[config.mk]
export PLATFORM = sky130hd
export DESIGN_NAME = atomik_poly_stream_flat
export DESIGN_NICKNAME = d
export VERILOG_FILES = /design/src/rtl/atomik_poly_stream_pkg.sv /design/src/rtl/atomik_poly_stream_if.sv /design/src/rtl/atomik_poly_stream_keygen.sv /design/src/rtl/atomik_poly_stream.sv /design/src/flat_wrapper.sv
export SDC_FILE = /design/constraint.sdc
export NUM_CORES = 1
export LEC_CHECK = 0
export ABC_AREA = 1
export BUFFER_PORTS_ARGS = -buffer_cell sky130_fd_sc_hd__buf_2
export CAP_MARGIN = 25
export CELL_PAD_IN_SITES_DETAIL_PLACEMENT = 0
export CELL_PAD_IN_SITES_GLOBAL_PLACEMENT = 2
export CORE_MARGIN = 10
export CORE_UTILIZATION = 31
export CTS_BUF_LIST = sky130_fd_sc_hd__clkbuf_2
export CTS_CLUSTER_SIZE = 40
export DETAILED_ROUTE_END_ITERATION = 6
export HOLD_SLACK_MARGIN = 0.08
export PLACE_DENSITY_LB_ADDON = 0.05
export SYNTH_ARGS = -nofsm -noshare
export SYNTH_HDL_FRONTEND = slang
export SYNTH_SLANG_ARGS = --single-unit
export TNS_END_PERCENT = 50
[constraint.sdc]
create_clock -name clk -period 5.2 [get_ports clk]
set_input_delay 0.78 -clock clk [delete_from_list [all_inputs] [get_ports clk]]
set_output_delay 0.78 -clock clk [all_outputs]
set_load 0.01 [all_outputs]
[src/rtl/atomik_poly_stream_pkg.sv]
`default_nettype none
// ============================================================================
//  Module   : atomik_poly_stream_pkg
//  Brief    : Shared constants, rotation-mode enum and helper functions for
//             the polymorphic XOR stream cipher stage.
//  Revision : 1.0  initial release
// ============================================================================
package atomik_poly_stream_pkg;

   // xorshift32 shift amounts
   localparam int XS_A = 13;
   localparam int XS_B = 17;
   localparam int XS_C = 5;

   // Per-lane decorrelation constant and the substitute for an all-zero seed
   localparam logic [31:0] GOLDEN        = 32'h9E3779B9;
   localparam logic [31:0] ZERO_SEED_SUB = 32'h2545F491;

   typedef enum logic [1:0] {
      MODE_STATIC   = 2'd0,
      MODE_TIMER    = 2'd1,
      MODE_OTP_BEAT = 2'd2,
      MODE_OTP_PKT  = 2'd3
   } mode_e;

   // One xorshift32 step; never maps a non-zero value to zero
   function automatic logic [31:0] xorshift32(input logic [31:0] x);
      logic [31:0] t;
      t = x ^ (x << XS_A);
      t = t ^ (t >> XS_B);
      t = t ^ (t << XS_C);
      return t;
   endfunction

   // xorshift has a fixed point at zero, so a zero seed must never be kept
   function automatic logic [31:0] seed_guard(input logic [31:0] x);
      return (x == 32'd0) ? ZERO_SEED_SUB : x;
   endfunction

   // Rotate left; a shift of 32 yields zero so r == 0 returns x unchanged
   function automatic logic [31:0] rotl32(input logic [31:0] x, input logic [4:0] r);
      return (x << r) | (x >> (6'd32 - {1'b0, r}));
   endfunction

endpackage : atomik_poly_stream_pkg
`default_nettype wire

[src/rtl/atomik_poly_stream_if.sv]
`default_nettype none
// ============================================================================
//  Module   : atomik_poly_stream_if
//  Brief    : Ingress and egress valid/ready stream bundle. The slave modport
//             is the cipher stage; the master modport is its environment
//             (source on the ingress side, sink on the egress side).
//  Revision : 1.0  initial release
// ============================================================================
interface atomik_poly_stream_if #(
   parameter int LANES = 2
);
   // ingress (plaintext)
   logic                  in_valid;
   logic                  in_ready;
   logic [32*LANES-1:0]   in_data;
   logic                  in_last;
   // egress (ciphertext)
   logic                  out_valid;
   logic                  out_ready;
   logic [32*LANES-1:0]   out_data;
   logic                  out_last;

   modport master (
      output in_valid, in_data, in_last, out_ready,
      input  in_ready, out_valid, out_data, out_last
   );

   modport slave (
      input  in_valid, in_data, in_last, out_ready,
      output in_ready, out_valid, out_data, out_last
   );

endinterface : atomik_poly_stream_if
`default_nettype wire

[src/rtl/atomik_poly_stream_keygen.sv]
`default_nettype none
// ============================================================================
//  Module   : atomik_poly_stream_keygen
//  Brief    : Holds the seed, rotation timer and epoch counter, decides when
//             the seed rotates and derives one 32-bit key per lane.
//  Revision : 1.0  initial release
// ============================================================================
module atomik_poly_stream_keygen
   import atomik_poly_stream_pkg::*;
#(
   parameter int LANES   = 2,
   parameter int TIMER_W = 32,
   parameter int EPOCH_W = 16
) (
   input  wire logic                  clk,
   input  wire logic                  rst,
   input  wire logic [1:0]            cfg_mode_i,
   input  wire logic [TIMER_W-1:0]    cfg_threshold_i,
   input  wire logic [31:0]           cfg_seed_i,
   input  wire logic                  cfg_seed_load_i,
   input  wire logic                  beat_acc_i,
   input  wire logic                  beat_last_i,
   output logic      [32*LANES-1:0]   keys_o,
   output logic      [EPOCH_W-1:0]    epoch_o
);

   logic [31:0]         seed_q,  seed_d;
   logic [TIMER_W-1:0]  timer_q, timer_d;
   logic [EPOCH_W-1:0]  epoch_q, epoch_d;

   mode_e               w_mode;
   logic                w_timer_en;
   logic                w_timer_hit;
   logic                w_rotate;

   assign w_mode = mode_e'(cfg_mode_i);

   // Rotation decision: the active mode selects exactly one trigger source
   always_comb begin
      w_timer_en  = (w_mode == MODE_TIMER) && (cfg_threshold_i != '0);
      w_timer_hit = w_timer_en && (timer_q == (cfg_threshold_i - TIMER_W'(1)));
      w_rotate    = 1'b0;
      case (w_mode)
         MODE_TIMER:    w_rotate = w_timer_hit;
         MODE_OTP_BEAT: w_rotate = beat_acc_i;
         MODE_OTP_PKT:  w_rotate = beat_acc_i & beat_last_i;
         default:       w_rotate = 1'b0;
      endcase
   end

   // Next state: a seed load overrides any rotation in the same cycle
   always_comb begin
      seed_d  = seed_q;
      timer_d = timer_q;
      epoch_d = epoch_q;
      if (cfg_seed_load_i) begin
         seed_d  = seed_guard(cfg_seed_i);
         timer_d = '0;
         epoch_d = '0;
      end else begin
         // timer only advances in timer mode with a non-zero period, else it holds
         if (w_timer_en) begin
            timer_d = w_timer_hit ? '0 : timer_q + TIMER_W'(1);
         end
         if (w_rotate) begin
            seed_d  = seed_guard(xorshift32(seed_q));
            epoch_d = epoch_q + EPOCH_W'(1);
         end
      end
   end

   // Seed, timer and epoch registers
   always_ff @(posedge clk or posedge rst) begin
      if (rst) begin
         seed_q  <= ZERO_SEED_SUB;
         timer_q <= '0;
         epoch_q <= '0;
      end else begin
         seed_q  <= seed_d;
         timer_q <= timer_d;
         epoch_q <= epoch_d;
      end
   end

   // Lane k key: rotated seed mixed with k*GOLDEN, so lane 0 is the raw seed
   for (genvar k = 0; k < LANES; k++) begin : g_lane_key
      localparam logic [4:0]  c_rot = 5'((7 * k) % 32);
      localparam logic [31:0] c_mix = 32'(k) * GOLDEN;
      assign keys_o[32*k +: 32] = rotl32(seed_q, c_rot) ^ c_mix;
   end

   assign epoch_o = epoch_q;

endmodule : atomik_poly_stream_keygen
`default_nettype wire

[src/rtl/atomik_poly_stream.sv]
`default_nettype none
// ============================================================================
//  Module   : atomik_poly_stream
//  Brief    : Multi-lane polymorphic XOR stream cipher stage. One output
//             register (latency 1) with full valid/ready backpressure; the
//             key schedule lives in atomik_poly_stream_keygen.
//  Config   : ATOMIK_POLY_EPOCH_TAG_EN adds out_epoch_o, the epoch used to
//             encrypt the beat currently held in the output register.
//  Revision : 1.0  initial release
// ============================================================================
module atomik_poly_stream
   import atomik_poly_stream_pkg::*;
#(
   parameter int LANES   = 2,
   parameter int TIMER_W = 32,
   parameter int EPOCH_W = 16
) (
   input  wire logic                  clk,
   input  wire logic                  rst,
   input  wire logic [1:0]            cfg_mode_i,
   input  wire logic [TIMER_W-1:0]    cfg_threshold_i,
   input  wire logic [31:0]           cfg_seed_i,
   input  wire logic                  cfg_seed_load_i,
   atomik_poly_stream_if.slave        bus,
   output logic      [EPOCH_W-1:0]    epoch_o
`ifdef ATOMIK_POLY_EPOCH_TAG_EN
   ,
   output logic      [EPOCH_W-1:0]    out_epoch_o
`endif
);

   localparam int c_dw = 32 * LANES;

   logic              w_in_ready;
   logic              w_accept;
   logic [c_dw-1:0]   w_keys;
   logic [EPOCH_W-1:0] w_epoch;

   logic              out_valid_q, out_valid_d;
   logic [c_dw-1:0]   out_data_q,  out_data_d;
   logic              out_last_q,  out_last_d;

   // The output register can take a new beat when empty or being drained
   assign w_in_ready = ~out_valid_q | bus.out_ready;
   assign w_accept   = bus.in_valid & w_in_ready;

   atomik_poly_stream_keygen #(
      .LANES   (LANES),
      .TIMER_W (TIMER_W),
      .EPOCH_W (EPOCH_W)
   ) u_keygen (
      .clk             (clk),
      .rst             (rst),
      .cfg_mode_i      (cfg_mode_i),
      .cfg_threshold_i (cfg_threshold_i),
      .cfg_seed_i      (cfg_seed_i),
      .cfg_seed_load_i (cfg_seed_load_i),
      .beat_acc_i      (w_accept),
      .beat_last_i     (bus.in_last),
      .keys_o          (w_keys),
      .epoch_o         (w_epoch)
   );

   // Output register next state: load on accept, drop valid once drained, else hold
   always_comb begin
      out_valid_d = out_valid_q;
      out_data_d  = out_data_q;
      out_last_d  = out_last_q;
      if (w_accept) begin
         out_valid_d = 1'b1;
         out_data_d  = bus.in_data ^ w_keys;
         out_last_d  = bus.in_last;
      end else if (bus.out_ready) begin
         out_valid_d = 1'b0;
      end
   end

   // Output register; reset drops any in-flight beat
   always_ff @(posedge clk or posedge rst) begin
      if (rst) begin
         out_valid_q <= 1'b0;
         out_data_q  <= '0;
         out_last_q  <= 1'b0;
      end else begin
         out_valid_q <= out_valid_d;
         out_data_q  <= out_data_d;
         out_last_q  <= out_last_d;
      end
   end

`ifdef ATOMIK_POLY_EPOCH_TAG_EN
   logic [EPOCH_W-1:0] out_epoch_q;

   // Epoch tag travels with the beat so a decryptor can resynchronise
   always_ff @(posedge clk or posedge rst) begin
      if (rst) begin
         out_epoch_q <= '0;
      end else if (w_accept) begin
         out_epoch_q <= w_epoch;
      end
   end

   assign out_epoch_o = out_epoch_q;
`endif

   assign bus.in_ready  = w_in_ready;
   assign bus.out_valid = out_valid_q;
   assign bus.out_data  = out_data_q;
   assign bus.out_last  = out_last_q;
   assign epoch_o       = w_epoch;

endmodule : atomik_poly_stream
`default_nettype wire

[src/flat_wrapper.sv]
// flat-port wrapper written by rule: the top's interface ports become plain ports
module atomik_poly_stream_flat import atomik_poly_stream_pkg::*;
#(
   parameter int LANES   = 2,
   parameter int TIMER_W = 32,
   parameter int EPOCH_W = 16
)
  (clk, rst, cfg_mode_i, cfg_threshold_i, cfg_seed_i, cfg_seed_load_i, epoch_o, bus_in_valid, bus_in_data, bus_in_last, bus_out_ready, bus_in_ready, bus_out_valid, bus_out_data, bus_out_last);
  atomik_poly_stream_if #(.LANES(LANES)) bus_i ();
  input  wire logic clk;
  input  wire logic rst;
  input  wire logic [1:0] cfg_mode_i;
  input  wire logic [TIMER_W-1:0] cfg_threshold_i;
  input  wire logic [31:0] cfg_seed_i;
  input  wire logic cfg_seed_load_i;
  output logic      [EPOCH_W-1:0] epoch_o;
  input wire logic [$bits(bus_i.in_valid)-1:0] bus_in_valid;
  input wire logic [$bits(bus_i.in_data)-1:0] bus_in_data;
  input wire logic [$bits(bus_i.in_last)-1:0] bus_in_last;
  input wire logic [$bits(bus_i.out_ready)-1:0] bus_out_ready;
  output wire logic [$bits(bus_i.in_ready)-1:0] bus_in_ready;
  output wire logic [$bits(bus_i.out_valid)-1:0] bus_out_valid;
  output wire logic [$bits(bus_i.out_data)-1:0] bus_out_data;
  output wire logic [$bits(bus_i.out_last)-1:0] bus_out_last;
  assign bus_i.in_valid = bus_in_valid;
  assign bus_i.in_data = bus_in_data;
  assign bus_i.in_last = bus_in_last;
  assign bus_i.out_ready = bus_out_ready;
  assign bus_in_ready = bus_i.in_ready;
  assign bus_out_valid = bus_i.out_valid;
  assign bus_out_data = bus_i.out_data;
  assign bus_out_last = bus_i.out_last;
  atomik_poly_stream #(.LANES(LANES), .TIMER_W(TIMER_W), .EPOCH_W(EPOCH_W)) u_core (.clk(clk), .rst(rst), .cfg_mode_i(cfg_mode_i), .cfg_threshold_i(cfg_threshold_i), .cfg_seed_i(cfg_seed_i), .cfg_seed_load_i(cfg_seed_load_i), .bus(bus_i), .epoch_o(epoch_o));
endmodule
# Yosys cells after proc, flatten, opt, wreduce, memory -nomap -nowiden
# Index checks and enable logic that the tools add are counted.
[totals]
word_cells = 43
out_inout_bits = 83
ff_bits = 146
input_bits = 136
[classes]
reduce_logical = 8
add_sub_neg = 3
n_bitwise = 10
muxes = 12
eq_ne = 4
[op_table]
columns = ["operator", "count"]
rows = [
  ["$mux 32", 7],
  ["$logic_not 32->1", 2],
  ["$xor 32x32->32", 2],
  ["$xor 64x64->64", 1],
  ["$add 32x1->32 const B", 1],
  ["$eq 32x32->1", 1],
  ["$mux 16", 2],
  ["$or 32x7->32", 1],
  ["$reduce_bool 32->1", 1],
  ["$sub 32x1->32 const B", 1],
  ["$xor 32x15->32", 1],
  ["$not 20->20", 1],
  ["$add 16x1->16 const B", 1],
  ["$reduce_bool 2->1", 3],
  ["$eq 2x2->1 const B", 2],
  ["$pmux 1 s3", 1],
  ["$and 1x1->1", 2],
  ["$eq 2x1->1 const B", 1],
  ["$logic_and 1x1->1", 2],
  ["$mux 1", 2],
  ["$not 1->1", 1],
  ["$or 1x1->1", 1],
]

# Depth between registers and ports, before layout
# Gate-level depths: netlist of the first run.
[depth]
ltp_word = 7
depth_mapped = 18
mapped_depth_nobuf = 17

# Cells and area by module
# From an unflattened synthesis of the first run, not the netlist that was laid out.
[unflattened]
cells_unflattened = 1799
hier_area_um2 = 11168.2
[modules_own_cells]
columns = ["module", "area_each_um2", "seq_area_each_um2", "instances", "cells_per_inst"]
rows = [
  ["atomik_poly_stream_keygen", 7432.1, 2019.4, 1, 1197],
  ["atomik_poly_stream", 3736.1, 1651.6, 1, 602],
]

# Worst setup path after synthesis of the first run
# Ideal clock, no wire load.
[synth_path]
path_kind = "input-to-reg"
from = "in cfg_threshold_i[0]"
to = "reg u_core.u_keygen.seed_q[11]"
setup_slack_ps = 2574
stages = 15
required_ps = 5083
arrival_time_ps = 2509
path_cell_list = "inv_1 ha_1 nand2_4 nor2_8 nand2_2 nor2_2 xor2_1 nand2_1 nand2_1 nand2_1 nor2_2 nand2_4 clkbuf_1 nand4_1 nand2_1"
[synth_between]
elab_chain_cells = 5
elab_cells_between_ends = 7
cone_classes = "add/sub (1); eq/ne (1); mux (1); reduce/logical (4)"
[synth_rtl]
columns = ["element", "line_no", "text"]
rows = [
  ["start, declared", "flat_wrapper.sv:13", "input wire logic [TIMER_W-1:0] cfg_threshold_i;"],
  ["$sub 32x1->32 or $reduce_bool 32->1 (tied branches)", "atomik_poly_stream_keygen.sv:41, atomik_poly_stream_keygen.sv:40", ""],
  ["$eq 32x32->1 or $logic_and 1x1->1 (tied branches)", "atomik_poly_stream_keygen.sv:41, atomik_poly_stream_keygen.sv:40", ""],
  ["$logic_and 1x1->1 (*)", "atomik_poly_stream_keygen.sv:41", "w_timer_hit = w_timer_en && (timer_q == (cfg_threshold_i - TIMER_W'(1)));"],
  ["$pmux 1 s3 (*)", "atomik_poly_stream_keygen.sv:43", "case (w_mode)"],
  ["$reduce_bool 2->1 (no line) (*)", "--", ""],
  ["end signal, assigned", "atomik_poly_stream_keygen.sv:75", "seed_q <= ZERO_SEED_SUB;"],
  ["end signal, assigned", "atomik_poly_stream_keygen.sv:79", "seed_q <= seed_d;"],
  ["end, declared", "atomik_poly_stream_keygen.sv:27", "logic [31:0] seed_q, seed_d;"],
]
# Every way passes the cells marked *; elsewhere a longest branch is shown, timed or not.
# A chain may end at the register's enable or synchronous reset.

# Worst setup path after layout of the first run
[layout_path]
from = "reg u_core.u_keygen.seed_q[13]"
to = "reg u_core.u_keygen.seed_q[18]"
[layout_between]
elab_chain_cells = 7
[layout_rtl]
columns = ["element", "line_no", "text"]
rows = [
  ["$xor 32x32->32 (*)", "atomik_poly_stream_pkg.sv:29", "t = x ^ (x << XS_A);"],
  ["$xor 32x15->32 (*)", "atomik_poly_stream_pkg.sv:30", "t = t ^ (t >> XS_B);"],
  ["$xor 32x32->32 (*)", "atomik_poly_stream_pkg.sv:31", "t = t ^ (t << XS_C);"],
  ["$logic_not 32->1", "atomik_poly_stream_pkg.sv:37", "return (x == 32'd0) ? ZERO_SEED_SUB : x;"],
  ["$mux 32 (*)", "atomik_poly_stream_pkg.sv:37", ""],
  ["$mux 32 (*)", "atomik_poly_stream_keygen.sv:65", "if (w_rotate) begin"],
  ["$mux 32 (*)", "atomik_poly_stream_keygen.sv:56", "if (cfg_seed_load_i) begin"],
]
# Every way passes the cells marked *; elsewhere a longest branch is shown, timed or not. The select of a mux whose other input is x is not followed.

==> key figures, run 1 <==
Clocking
  • H-tree Lvls: 4
  • Clock tree buffer depth: 2
  • Worst-path clk slew: 0.28 ns
  • Worst-Skew Late Latency: 0.76 ns
  • # Post-CTS Setup Buffers: 0
  • CTS Buf Count: 17
  • CTS tree: built
  • Clk Tree Root Cell: clkbuf_2
  • Clock Sinks: 146

Setup path
  • CP bufs+invs: 1
  • CP peak stage delay: a little under 0.8 ns
  • Critical Path AT: roughly 4 ns
  • Worst r2r path cells: 13
  • Worst Setup SP: u_core.u_keygen.seed_q[13]$_DFFE_PP1P_
  • Crit Path Class: reg2reg
  • CP startpoint kind: register
  • Most frequent CP cell: nand2_1
  • CP max FO: 14
  • CP max-delay cell: dfstp_2
  • R2R setup slack: around 1.9 ns
  • CP Cell Sequence: xor2_1 -> nand2_1 -> nand2_1 -> inv_1 -> nand2_1 -> nand2_1 -> nor2_1 -> nand3_1 -> nor2_1 -> nand3_1 -> a21oi_1 -> nand2_1 -> nand2_1
  • Critical R2R Launch: u_core.u_keygen.seed_q[13]$_DFFE_PP1P_
  • Critical path depth: 13
  • Critical Path End: u_core.u_keygen.seed_q[18]$_DFFE_PP1P_
  • CP Capture Type: register
  • CP required: 5.92 ns
  • Reg-to-Reg End: u_core.u_keygen.seed_q[18]$_DFFE_PP1P_
  • Top delay family on crit path: simple AND/OR/NAND/NOR gates

STA
  • Peak Freq: 305 MHz
  • Slew @ Worst Pin: between 0.9 and 1 ns
  • RSZ-0062 raised after global routing: false
  • Worst Setup Slack, final: roughly 1.9 ns
  • Max_slew headroom: a little under two fifths
  • TNS Setup: 0 ns
  • Slew Limit Fails: 0
  • Fin crit share: 63.1%
  • Final hold violation count: 0
  • Final setup vio count: 0
  • Min Tclk post-route: approximately 3.3 ns
  • Clock Skew: between 0.04 and 0.05 ns

Finish
  • Most frequent cells in the layout: nand2_1, nor2_1, buf_2
  • P&R area growth vs syn: 15.6%
  • Fill count: slightly below 4000
  • Most common cell after layout, fill and taps aside: nand2_1
  • Area of the multi-input gates: between 6000 and 7000 sq um
  • Nets: 1892
  • Area occupied by registers: about 3700 sq um
  • Layout cell share with drive strength beyond 1: between 10% and 20%
  • Fin area: between 10000 and 15000 sq um

Place
  • Global placement routability congestion: approximately 0.86
  • DP Wirelength: about 34000 microns
  • Placed instance area: around 12000 sq um
  • Port bufs: 218
  • Placement Setup Slack: 1.34 ns

Die
  • Initial Utilization: a little under a third
  • Rows: between 60 and 70
  • Die W: between 200 and 250 microns
  • Die Footprint: about 42000 sq um
  • I/O pins: approximately 220
  • Core footprint: ~34000 sq um
  • Die Y: roughly 210 microns

Global routing
  • Total gr overflow: 0
  • Gr usage total: 19.9%
  • First-pass GRT wire length: 64500 microns
  • Number of global-route vias before repair: between 10000 and 15000
  • Antenna violations before repair: 8
  • Largest net degree at the start of global routing: 77

Synth
  • Register bit total from synthesis: between 100 and 150
  • Syn avg cell area: 6.77 sq um
  • Sequential-to-total area share from yosys stat: 34.2%
  • Synth Flop Type: dfrtp_1
  • Area share of the largest cell type after synthesis: a little under a third
  • Syn_nets: approximately 1700
  • Dominant cells by area after synthesis: dfrtp_1, nand2_1, nor2_1
  • Number of flops mapped to enable cells by yosys: 0
  • Yosys cell types: 38
  • Async set or reset register ratio after synthesis: 100%
  • Synthesized area: 10700 sq um
  • Cells after synthesis: between 1500 and 2000
  • Yosys warns: 0
  • Leading area contributor after synthesis: dfrtp_1

Detailed routing
  • DRT iter0 DRCs: 773
  • Post-DR vias/cell: roughly 4.8
  • Post-route ant nets: 0
  • Drt total wl: roughly 43000 microns
  • # DRC: 0
  • DR vias: 10700
  • Drt first pass iters: 5
  • Wire per inst: 19.1 microns

Pwr
  • Leakage: 6.01 nW
  • Max VDD drop: a little under 0.2 mV
  • Register share of total power: 37.6%
  • Clock network power share: 13.7%
  • Psw: 0.00263 W
  • Combinational share of power: 48.7%
  • Int Power: between 0.002 and 0.003 W
  • Cell Pwr Density: about 440 nW/um^2
  • Sw frac: 48.7%

Job
  • Number of max-cap violations: 0

Run status
  • Outcome: completed

Hold path
  • Worst Hold Class: in2reg
==> power groups by stage <==
stage          registers, W  logic (W)  clock network (W)
2_1_floorplan       0.00175    0.00199                  0
3_3_place_gp        0.00205    0.00265                  0
3_5_place_dp        0.00206    0.00264                  0
4_1_cts             0.00203    0.00266           0.000768
5_1_grt             0.00208    0.00302           0.000817
6_report            0.00203    0.00263           0.000740
==> metal layers <==
layer / GRT usage [%] / part of all wire (%) / wire [microns] / up-vias
met5: 0 / 0.049 / 21 / -
met3: 3.57 / 6.1 / 2600 / 19
met2: 28.5 / 42 / 17700 / 249
met4: 3.05 / 0.68 / 291 / 4
met1: 30.5 / 51 / 21900 / 5026
li1: - / - / - / 5355
==> through the flow <==
step | total power, W | cells | hold WS, ns | utilization [%]
final | 0.00540 | 2226 | 0.225 | 36.1
after global routing | 0.00592 | 2225 | 0.124 | 36.1
after CTS | 0.00546 | 2220 | 0.140 | 36.0
after detailed placement | 0.00470 | 2187 | 0.502 | 35.2
after global placement | 0.00470 | 2187 | 0.494 | 35.2
after floorplan | 0.00374 | 1584 | 0.492 | -
==> cells in the mapped netlist (5+ instances only) <==
library cell	number
nand2_1	480
nor2_1	234
dfrtp_1	132
inv_1	131
xnor2_1	91
a21oi_1	87
xor2_1	81
nand4_1	73
nand3_1	62
clkbuf_1	43
buf_2	25
o21ai_0	24
nor3_1	19
dfstp_2	14
nor2_2	11
nor4_1	11
o21ai_1	9
nand3b_1	8
nand2_2	7
buf_1	5
buf_6	5
==> flip-flops by register name (all words and copies together) (netlist names) <==
name                     count
u_core.u_keygen.timer_q     32
u_core.u_keygen.seed_q      32
u_core.bus.out_last          1
u_core.u_keygen.epoch_o     16
u_core.bus.out_valid         1
u_core.bus.out_data         64
==> how the worst min path moves through the flow <==
stage	startpoint	to	slack, ns	cells past startpoint
after global routing	bus_in_valid	u_core.bus.out_valid$_DFFE_PP0P_	0.12	3
after global placement	u_core.bus.out_last$_DFFE_PP0P_	u_core.bus.out_last$_DFFE_PP0P_	0.49	1
final	bus_in_valid	u_core.bus.out_valid$_DFFE_PP0P_	0.22	3
after floorplan	u_core.u_keygen.timer_q[20]$_DFFE_PP0P_	u_core.u_keygen.timer_q[20]$_DFFE_PP0P_	0.49	2
after detailed placement	u_core.bus.out_last$_DFFE_PP0P_	u_core.bus.out_last$_DFFE_PP0P_	0.50	1
after CTS	bus_in_valid	u_core.bus.out_valid$_DFFE_PP0P_	0.14	3
==> worst min-delay path, stage by stage <==
cell	delay, ns
buf_2	0.08
inv_1	0.06
nand2_1	0.07
==> kinds of logic after synthesis <==
| group | share of synthesized area (%) |
|---|---|
| AOI/OAI and AO/OA | 5.95 |
| xor gates and xnor gates | 14.3 |
| muxes | 0.105 |
| adders and majority gates | 0.467 |
| buffers and inverters | 8.13 |
| and+or+nand+nor | 36.9 |
| DFF | 34.2 |
==> cell type report <==
type	count	area share, %
multi-input cells	1225	50.0
repair buffers	228	9.43
clock inverters	15	1.42
diodes	6	0.121
clock buffers	17	0.686
well taps	455	4.59
flip-flops and latches	146	29.6
inverters	134	4.10
==> what timing repair did <==
action / 4_1_cts / 5_1_grt
setup endpoints to repair: 0 / 0
gates resized for setup: 0 / 0
hold buffers: 1 / 0
hold endpoints to repair: 21 / 0
(Power assumes the default switching activity.)
==> run 2: changes to the inputs <==
--- a/config.mk
+++ b/config.mk
@@ -11,7 +11,7 @@
 export CELL_PAD_IN_SITES_DETAIL_PLACEMENT = 0
 export CELL_PAD_IN_SITES_GLOBAL_PLACEMENT = 2
 export CORE_MARGIN = 10
-export CORE_UTILIZATION = 31
+export CORE_UTILIZATION = 28
 export CTS_BUF_LIST = sky130_fd_sc_hd__clkbuf_2
 export CTS_CLUSTER_SIZE = 40
 export DETAILED_ROUTE_END_ITERATION = 6
==> constraint.sdc (replaced) <==
create_clock -name clk -period 2.9 [get_ports clk]
set_input_delay 0.435 -clock clk [delete_from_list [all_inputs] [get_ports clk]]
set_output_delay 0.435 -clock clk [all_outputs]
set_load 0.01 [all_outputs]
==> key figures, run 2 (synthesis gave the netlist of run 1 again) <==
Global routing
  • Number of global-route vias before repair: 11000 (was 10300)
  • Largest net degree at the start of global routing: 147 (was 77)
  • Gr usage total: 19.0% (was 19.9%)
  • First-pass GRT wire length: 68500 microns (was 64500 microns)
  • Total gr overflow: 0 (unchanged)
  • Antenna violations before repair: 1 (was 8)

Clocking
  • H-tree Lvls: 4 (unchanged)
  • Clock Sinks: 146 (unchanged)
  • Clock tree buffer depth: 2 (unchanged)
  • CTS Buf Count: 17 (unchanged)
  • Worst-path clk slew: 0.26 ns (was 0.28 ns)
  • Post-CTS sizing: 0 (unchanged)
  • Worst-Skew Late Latency: 0.76 ns (about the same)
  • Clk Tree Root Cell: clkbuf_2 (unchanged)
  • CTS tree: built (unchanged)

Die
  • Initial Utilization: 28.4% (was 31.2%)
  • Die Footprint: 46500 sq um (was 42400 sq um)
  • I/O pins: 219 (unchanged)
  • Die Y: 216 microns (was 206 microns)
  • Die W: 216 microns (was 206 microns)
  • Core footprint: 37800 sq um (was 34400 sq um)
  • Rows: 71 (was 68)

STA
  • Slew @ Worst Pin: 0.872 ns (was 0.939 ns)
  • Min Tclk post-route: 2.67 ns (was 3.28 ns)
  • Clock Skew: 0.0393 ns (was 0.0428 ns)
  • Peak Freq: 374 MHz (was 305 MHz)
  • TNS Setup: 0 ns (unchanged)
  • Fin crit share: 92.2% (was 63.1%)
  • Final hold violation count: 0 (unchanged)
  • Slew Limit Fails: 0 (unchanged)
  • Final setup vio count: 0 (unchanged)
  • RSZ-0062 raised after global routing: false (unchanged)
  • Max_slew headroom: 41.6% (was 37.3%)

Setup path
  • Crit Path Class: reg2reg (unchanged)
  • Worst r2r path cells: 15 (was 13)
  • CP required: 3.59 ns (was 5.92 ns)
  • CP max FO: 7 (was 14)
  • CP Capture Type: register (unchanged)
  • CP startpoint kind: register (unchanged)
  • Worst Setup SP: u_core.u_keygen.seed_q[26]$_DFFE_PP1P_ (was u_core.u_keygen.seed_q[13]$_DFFE_PP1P_)
  • Critical Path AT: 3.36 ns (was 4.00 ns)
  • Critical R2R Launch: u_core.u_keygen.seed_q[26]$_DFFE_PP1P_ (was u_core.u_keygen.seed_q[13]$_DFFE_PP1P_)

Job
  • Number of max-cap violations: 0 (unchanged)

Finish
  • Area occupied by registers: 3670 sq um (unchanged)
  • Area of the multi-input gates: 6200 sq um (about the same)
  • Fill count: 4149 (was 3883)
  • Nets: 2051 (was 1892)
  • Layout cell share with drive strength beyond 1: 19.3% (was 17.7%)
  • Most common cell after layout, fill and taps aside: nand2_1 (unchanged)
  • P&R area growth vs syn: 29.5% (was 15.6%)
  • Number of flip-flops in the largest register: 64 (unchanged)
  • Most frequent cells in the layout: nand2_1, nor2_1, buf_2 (unchanged)
  • Final std cells w/o fill: 2436 (was 2226)

Detailed routing
  • Post-DR vias/cell: 4.56 (was 4.79)
  • Drt first pass iters: 5 (unchanged)
  • DRT iter0 DRCs: 755 (was 773)
  • Wire per inst: 18.4 microns (was 19.1 microns)
  • Post-route ant nets: 0 (unchanged)
  • Drt total wl: 44800 microns (was 42500 microns)
  • # DRC: 0 (unchanged)
  • DR vias: 11100 (was 10700)

Place
  • Dpl cells: 2304 (was 2187)
  • Port bufs: 218 (unchanged)
  • Global placement routability congestion: 0.855 (was 0.861)
  • DP Wirelength: 35500 microns (was 33700 microns)

Pwr
  • Leakage: 6.71 nW (was 6.01 nW)
  • Cell Pwr Density: 726 nW/um^2 (was 436 nW/um^2)
  • Max VDD drop: 0.392 mV (was 0.195 mV)

Run status
  • Outcome: completed (unchanged)

Hold path
  • WHS Path Cells: 4 (was 3)
  • HP Start: cfg_seed_load_i (was bus_in_valid)
  • Worst Hold Class: in2reg (unchanged)
[run 2: changes by cell type in the layout (fill, tap and decap cells not counted), sizes merged]
cell and delta:
buf +61, bufinv -1, clkbuf +1, clkinvlp +1
diode -4, dlygate4sd3 +98, inv -2
[run 2: metal layers]
| metal | part of all wire (%) | global-route usage (%) |
|---|---|---|
| met1 | 51 | 27.9 |
| met2 | 44 | 28.9 |
| met3 | 3.9 | 2.85 |
| met4 | 0.86 | 3.05 |
| met5 | 0 | 0 |
[run 2: final cells by class]
| cell class | count | area share (%) |
|---|---|---|
| antenna | 2 | 0.0360 |
| clock buffer | 18 | 0.648 |
| clock inverter | 13 | 0.910 |
| inverter | 134 | 3.65 |
| multi-input combinational | 1225 | 44.6 |
| sequential | 146 | 26.4 |
| tap | 511 | 4.60 |
| timing repair buffer | 387 | 19.1 |
[run 2: final timing paths]
kind | end | slack (ns)
worst max-delay path | u_core.u_keygen.seed_q[13]$_DFFE_PP1P_ | 0.23
worst min-delay path | u_core.u_keygen.epoch_o[0]$_DFFE_PP0P_ | 0.17
worst max register to register | u_core.u_keygen.seed_q[13]$_DFFE_PP1P_ | 0.23
worst min register to register | u_core.bus.out_last$_DFFE_PP0P_ | 0.54
max in group asynchronous | u_core.u_keygen.seed_q[19]$_DFFE_PP0P_ | 1.84
min in group asynchronous | u_core.u_keygen.timer_q[23]$_DFFE_PP0P_ | 0.40
[run 2: power breakdown]
group | switching, W | internal (W)
clock | 0.000882 | 0.000326
combinational | 0.00332 | 0.00222
sequential | 0.000668 | 0.00268
total | 0.00487 | 0.00522
[run 2: critical path, cell delays in order, from the launching register on]
cell     delay, ns
dfstp_2       0.68
xor2_1        0.31
nand2_1       0.09
nand2_1       0.22
inv_1         0.07
nand2_1       0.06
nand2_1       0.11
nor2_1        0.11
nand3_1       0.10
nor2_1        0.11
nand3_1       0.16
buf_4         0.21
a21oi_1       0.14
buf_4         0.14
nand2_1       0.06
nand2_1       0.07
[run 2: what timing repair did]
item,CTS,global route
setup buffers,0,0
hold endpoints to repair,229,0
hold buffers,99,0
[run 2: metrics by stage]
stage / total power [W] / worst slack, ns / hold WS [ns] / instance area [sq um] / util [%]
after floorplan: 0.00670 / 0.619 / 0.492 / 10700 / -
after global placement: 0.00884 / 0.0378 / 0.487 / 12700 / 33.6
after detailed placement: 0.00883 / 0.0381 / 0.493 / 12700 / 33.6
after CTS: 0.0102 / 0.243 / 0.0817 / 13900 / 36.8
after global routing: 0.0110 / 0.0153 / 0.126 / 13900 / 36.8
final: 0.0101 / 0.227 / 0.174 / 13900 / 36.8
==> run 3: changes to the inputs <==
--- a/config.mk
+++ b/config.mk
@@ -11,7 +11,7 @@
 export CELL_PAD_IN_SITES_DETAIL_PLACEMENT = 0
 export CELL_PAD_IN_SITES_GLOBAL_PLACEMENT = 2
 export CORE_MARGIN = 10
-export CORE_UTILIZATION = 28
+export CORE_UTILIZATION = 27
 export CTS_BUF_LIST = sky130_fd_sc_hd__clkbuf_2
 export CTS_CLUSTER_SIZE = 40
 export DETAILED_ROUTE_END_ITERATION = 6
@@ -19,5 +19,6 @@
 export PLACE_DENSITY_LB_ADDON = 0.05
 export SYNTH_ARGS = -nofsm -noshare
 export SYNTH_HDL_FRONTEND = slang
+export SYNTH_HIERARCHICAL = 1
 export SYNTH_SLANG_ARGS = --single-unit
 export TNS_END_PERCENT = 50
==> key figures, run 3 <==
Synth
  • Area share of the largest cell type after synthesis: 29.6% (was 30.8%)
  • Yosys warns: 6 (was 0)
  • Yosys cell types: 38 (unchanged)
  • Most frequent cell after synthesis: nand2_1 (unchanged)
  • Syn avg cell area: 6.21 sq um (was 6.77 sq um)
  • Register bit total from synthesis: 146 (unchanged)
  • Dominant cells by area after synthesis: dfrtp_1, nand2_1, inv_1 (was dfrtp_1, nand2_1, nor2_1)
  • Syn_nets: 1939 (was 1724)
  • Synthesized area: 11200 sq um (was 10700 sq um)
  • Synth Flop Type: dfrtp_1 (unchanged)
  • Async set or reset register ratio after synthesis: 100% (unchanged)
  • Number of flops mapped to enable cells by yosys: 0 (unchanged)
  • Cells after synthesis: 1799 (was 1584)
  • Leading area contributor after synthesis: dfrtp_1 (unchanged)
  • Sequential-to-total area share from yosys stat: 32.9% (was 34.2%)
  • Post-synth top cells: nand2_1, inv_1, nor2_1 (was nand2_1, nor2_1, dfrtp_1)

Setup path
  • CP bufs+invs: 3 (unchanged)
  • CP peak stage delay: 0.55 ns (was 0.68 ns)
  • CP max FO: 10 (was 7)
  • Critical Path AT: 3.63 ns (was 3.36 ns)
  • CP required: 3.84 ns (was 3.59 ns)
  • Most frequent CP cell: nand2_1 (unchanged)
  • CP Capture Type: register (unchanged)
  • Critical R2R Launch: u_core/u_keygen/timer_q[15]$_DFFE_PP0P_ (was u_core.u_keygen.seed_q[26]$_DFFE_PP1P_)
  • CP max-delay cell: dlygate4sd3_1 (was dfstp_2)
  • Top delay family on crit path: simple AND/OR/NAND/NOR gates (unchanged)
  • CP startpoint kind: register (unchanged)
  • Worst Setup SP: u_core/u_keygen/timer_q[15]$_DFFE_PP0P_ (was u_core.u_keygen.seed_q[26]$_DFFE_PP1P_)
  • CP Cell Sequence: xnor2_2 -> nand3b_1 -> nand2_1 -> nand2_1 -> inv_1 -> nand2_1 -> nor2_1 -> nand3_1 -> nor2_2 -> nand2_4 -> buf_4 -> nand4_1 -> nand2_1 -> dlygate4sd3_1 (was xor2_1 -> nand2_1 -> nand2_1 -> inv_1 -> nand2_1 -> nand2_1 -> nor2_1 -> nand3_1 -> nor2_1 -> nand3_1 -> buf_4 -> a21oi_1 -> buf_4 -> nand2_1 -> nand2_1)
  • Crit Path Class: reg2reg (unchanged)

Place
  • DP Wirelength: 35700 microns (was 35500 microns)
  • Global placement routability congestion: 0.867 (was 0.855)
  • Port bufs: 218 (unchanged)

Detailed routing
  • Post-route ant nets: 0 (unchanged)
  • # DRC: 0 (unchanged)
  • DR vias: 12000 (was 11100)
  • Drt first pass iters: 5 (unchanged)
  • Post-DR vias/cell: 4.44 (was 4.56)
  • Wire per inst: 17.0 microns (was 18.4 microns)
  • DRT iter0 DRCs: 799 (was 755)
  • Drt total wl: 46100 microns (was 44800 microns)

Finish
  • Fill count: 4564 (was 4149)
  • Nets: 2296 (was 2051)
  • Most common cell after layout, fill and taps aside: nand2_1 (unchanged)
  • Layout cell share with drive strength beyond 1: 15.6% (was 19.3%)
  • Number of flip-flops in the largest register: 64 (unchanged)
  • Most frequent cells in the layout: nand2_1, inv_1, buf_2 (was nand2_1, nor2_1, buf_2)
  • P&R area growth vs syn: 30.7% (was 29.5%)

Clocking
  • Clock Sinks: 146 (unchanged)
  • Worst-path clk slew: 0.26 ns (about the same)
  • Worst-Skew Late Latency: 1.01 ns (was 0.76 ns)
  • CTS Buf Count: 17 (unchanged)
  • Clk Tree Root Cell: clkbuf_2 (unchanged)
  • H-tree Lvls: 4 (unchanged)
  • CTS tree: built (unchanged)
  • Clock tree buffer depth: 2 (unchanged)
  • # Post-CTS Setup Buffers: 0 (unchanged)

STA
  • Final setup vio count: 0 (unchanged)
  • RSZ-0062 raised after global routing: false (unchanged)
  • Peak Freq: 371 MHz (was 374 MHz)
  • Max_slew headroom: 46.1% (was 41.6%)
  • Clock Skew: 0.0570 ns (was 0.0393 ns)
  • Final hold violation count: 0 (unchanged)
  • TNS Setup: 0 ns (unchanged)
  • Fin crit share: 92.9% (was 92.2%)
  • Slew Limit Fails: 0 (unchanged)
  • Min Tclk post-route: 2.69 ns (was 2.67 ns)
  • Worst hold slack: 0.282 ns (was 0.174 ns)
  • Slew @ Worst Pin: 0.808 ns (was 0.872 ns)

Pwr
  • Sw frac: 48.7% (was 48.3%)
  • Combinational share of power: 55.1% (was 54.9%)
  • Register share of total power: 33.2% (about the same)
  • Psw: 0.00483 W (was 0.00487 W)
  • Clock network power share: 11.7% (was 12.0%)
  • Max VDD drop: 0.394 mV (was 0.392 mV)
  • Int Power: 0.00509 W (was 0.00522 W)
  • Leakage: 7.96 nW (was 6.71 nW)
  • Cell Pwr Density: 679 nW/um^2 (was 726 nW/um^2)

Die
  • Initial Utilization: 27.4% (was 28.4%)
  • I/O pins: 219 (unchanged)
  • Die W: 223 microns (was 216 microns)
  • Rows: 74 (was 71)
  • Die Footprint: 49900 sq um (was 46500 sq um)
  • Core footprint: 40800 sq um (was 37800 sq um)
  • Die Y: 223 microns (was 216 microns)

Global routing
  • First-pass GRT wire length: 71500 microns (was 68500 microns)
  • Gr usage total: 18.4% (was 19.0%)
  • Largest net degree at the start of global routing: 66 (was 147)
  • Antenna violations before repair: 2 (was 1)
  • Total gr overflow: 0 (unchanged)
  • Number of global-route vias before repair: 12000 (was 11000)

Hold path
  • HP Start: bus_in_data[4] (was cfg_seed_load_i)
  • Worst Hold Class: in2reg (unchanged)

Run status
  • Outcome: completed (unchanged)

Job
  • Number of max-cap violations: 0 (unchanged)
run 3: changes by cell type after synthesis, moves of 6 or more:
cell / delta
nand2_1: +310
clkbuf_1: -22
nand4_1: -6
buf_2: -17
xor2_1: -10
o21ai_1: -8
buf_4: +21
a21oi_1: -70
xnor2_1: -55
o21ai_0: +27
inv_1: +122
nor2_1: -70
run 3: path summary, 6_finish.rpt:
path | endpoint | depth (start not counted) | slack (ns)
max | u_core/u_keygen/epoch_o[6]$_DFFE_PP0P_ | 14 | 0.21
max in group asynchronous | u_core/u_keygen/seed_q[18]$_DFFE_PP1P_ | 5 | 1.42
min in group asynchronous | u_core/bus.out_data[29]$_DFFE_PP0P_ | 4 | 0.63
min reg2reg | u_core/bus.out_data[47]$_DFFE_PP0P_ | 2 | 0.49
min | u_core/bus.out_data[4]$_DFFE_PP0P_ | 7 | 0.28
max reg2reg | u_core/u_keygen/epoch_o[6]$_DFFE_PP0P_ | 14 | 0.21
run 3: per-layer routing:
metal | vias to the layer above | global-route usage (%) | share of wire, %
met4 | 0 | 5.30 | 1.4
met2 | 225 | 30.7 | 48
li1 | 6198 | - | -
met1 | 5546 | 23.8 | 47
met3 | 34 | 3.33 | 3.8
met5 | - | 0 | 0
run 3: worst min-delay path, cell delays in order:
cell and delay, ns:
dlygate4sd3_1 0.52, buf_2 0.11, inv_1 0.04, nand2_1 0.05, nand2_1 0.04, nand2_1 0.05
nand2_1 0.04
run 3: what timing repair did:
action,CTS,global route
endpoints found under the hold margin,265,0
hold buffers,141,0
resized for setup,0,5
setup endpoints to repair,0,8
run 3: power groups by stage:
stage	registers, W	clock network [W]	logic (W)
after global placement	0.00335	0	0.00533
after floorplan	0.00326	0	0.00353
after global routing	0.00338	0.00134	0.00622
after detailed placement	0.00335	0	0.00531
after CTS	0.00331	0.00126	0.00551
final	0.00329	0.00116	0.00547
run 3: metrics by stage:
| step | utilization, % | worst slack (ns) | total power [W] | instances | instance area (sq um) |
|---|---|---|---|---|---|
| final | 35.7 | 0.207 | 0.00992 | 2706 | 14600 |
| after detailed placement | 31.8 | 0.0614 | 0.00866 | 2528 | 13000 |
| after CTS | 35.7 | 0.101 | 0.0101 | 2701 | 14600 |
| after global routing | 35.7 | 0.0205 | 0.0109 | 2706 | 14600 |
| after floorplan | - | 0.436 | 0.00679 | 1799 | 11200 |
| after global placement | 31.8 | 0.144 | 0.00867 | 2528 | 13000 |
run 3: cells by family (layout without fill, tap and decap cells):
kind of cell,after synthesis,in the layout,share of synthesized area [%]
AND/OR/NAND/NOR,1150,1150,42.7
buffers and inverters,316,686,11.8
flip-flops,146,146,32.9
XOR/XNOR,110,110,8.83
AO/OA/AOI/OAI,73,73,3.37
adder cells (fa/ha/maj),4,4,0.448
other,0,5,0
run 3: cell type report:
class	instances	area [sq um]	share of cell area, %
clock inverters	10	70.1	0.480
inverters	254	955	6.54
multi-input cells	1337	6210	42.6
diodes	5	12.5	0.0857
clock buffers	22	110	0.754
flip-flops and latches	146	3670	25.2
well taps	532	666	4.56
repair buffers	400	2900	19.9
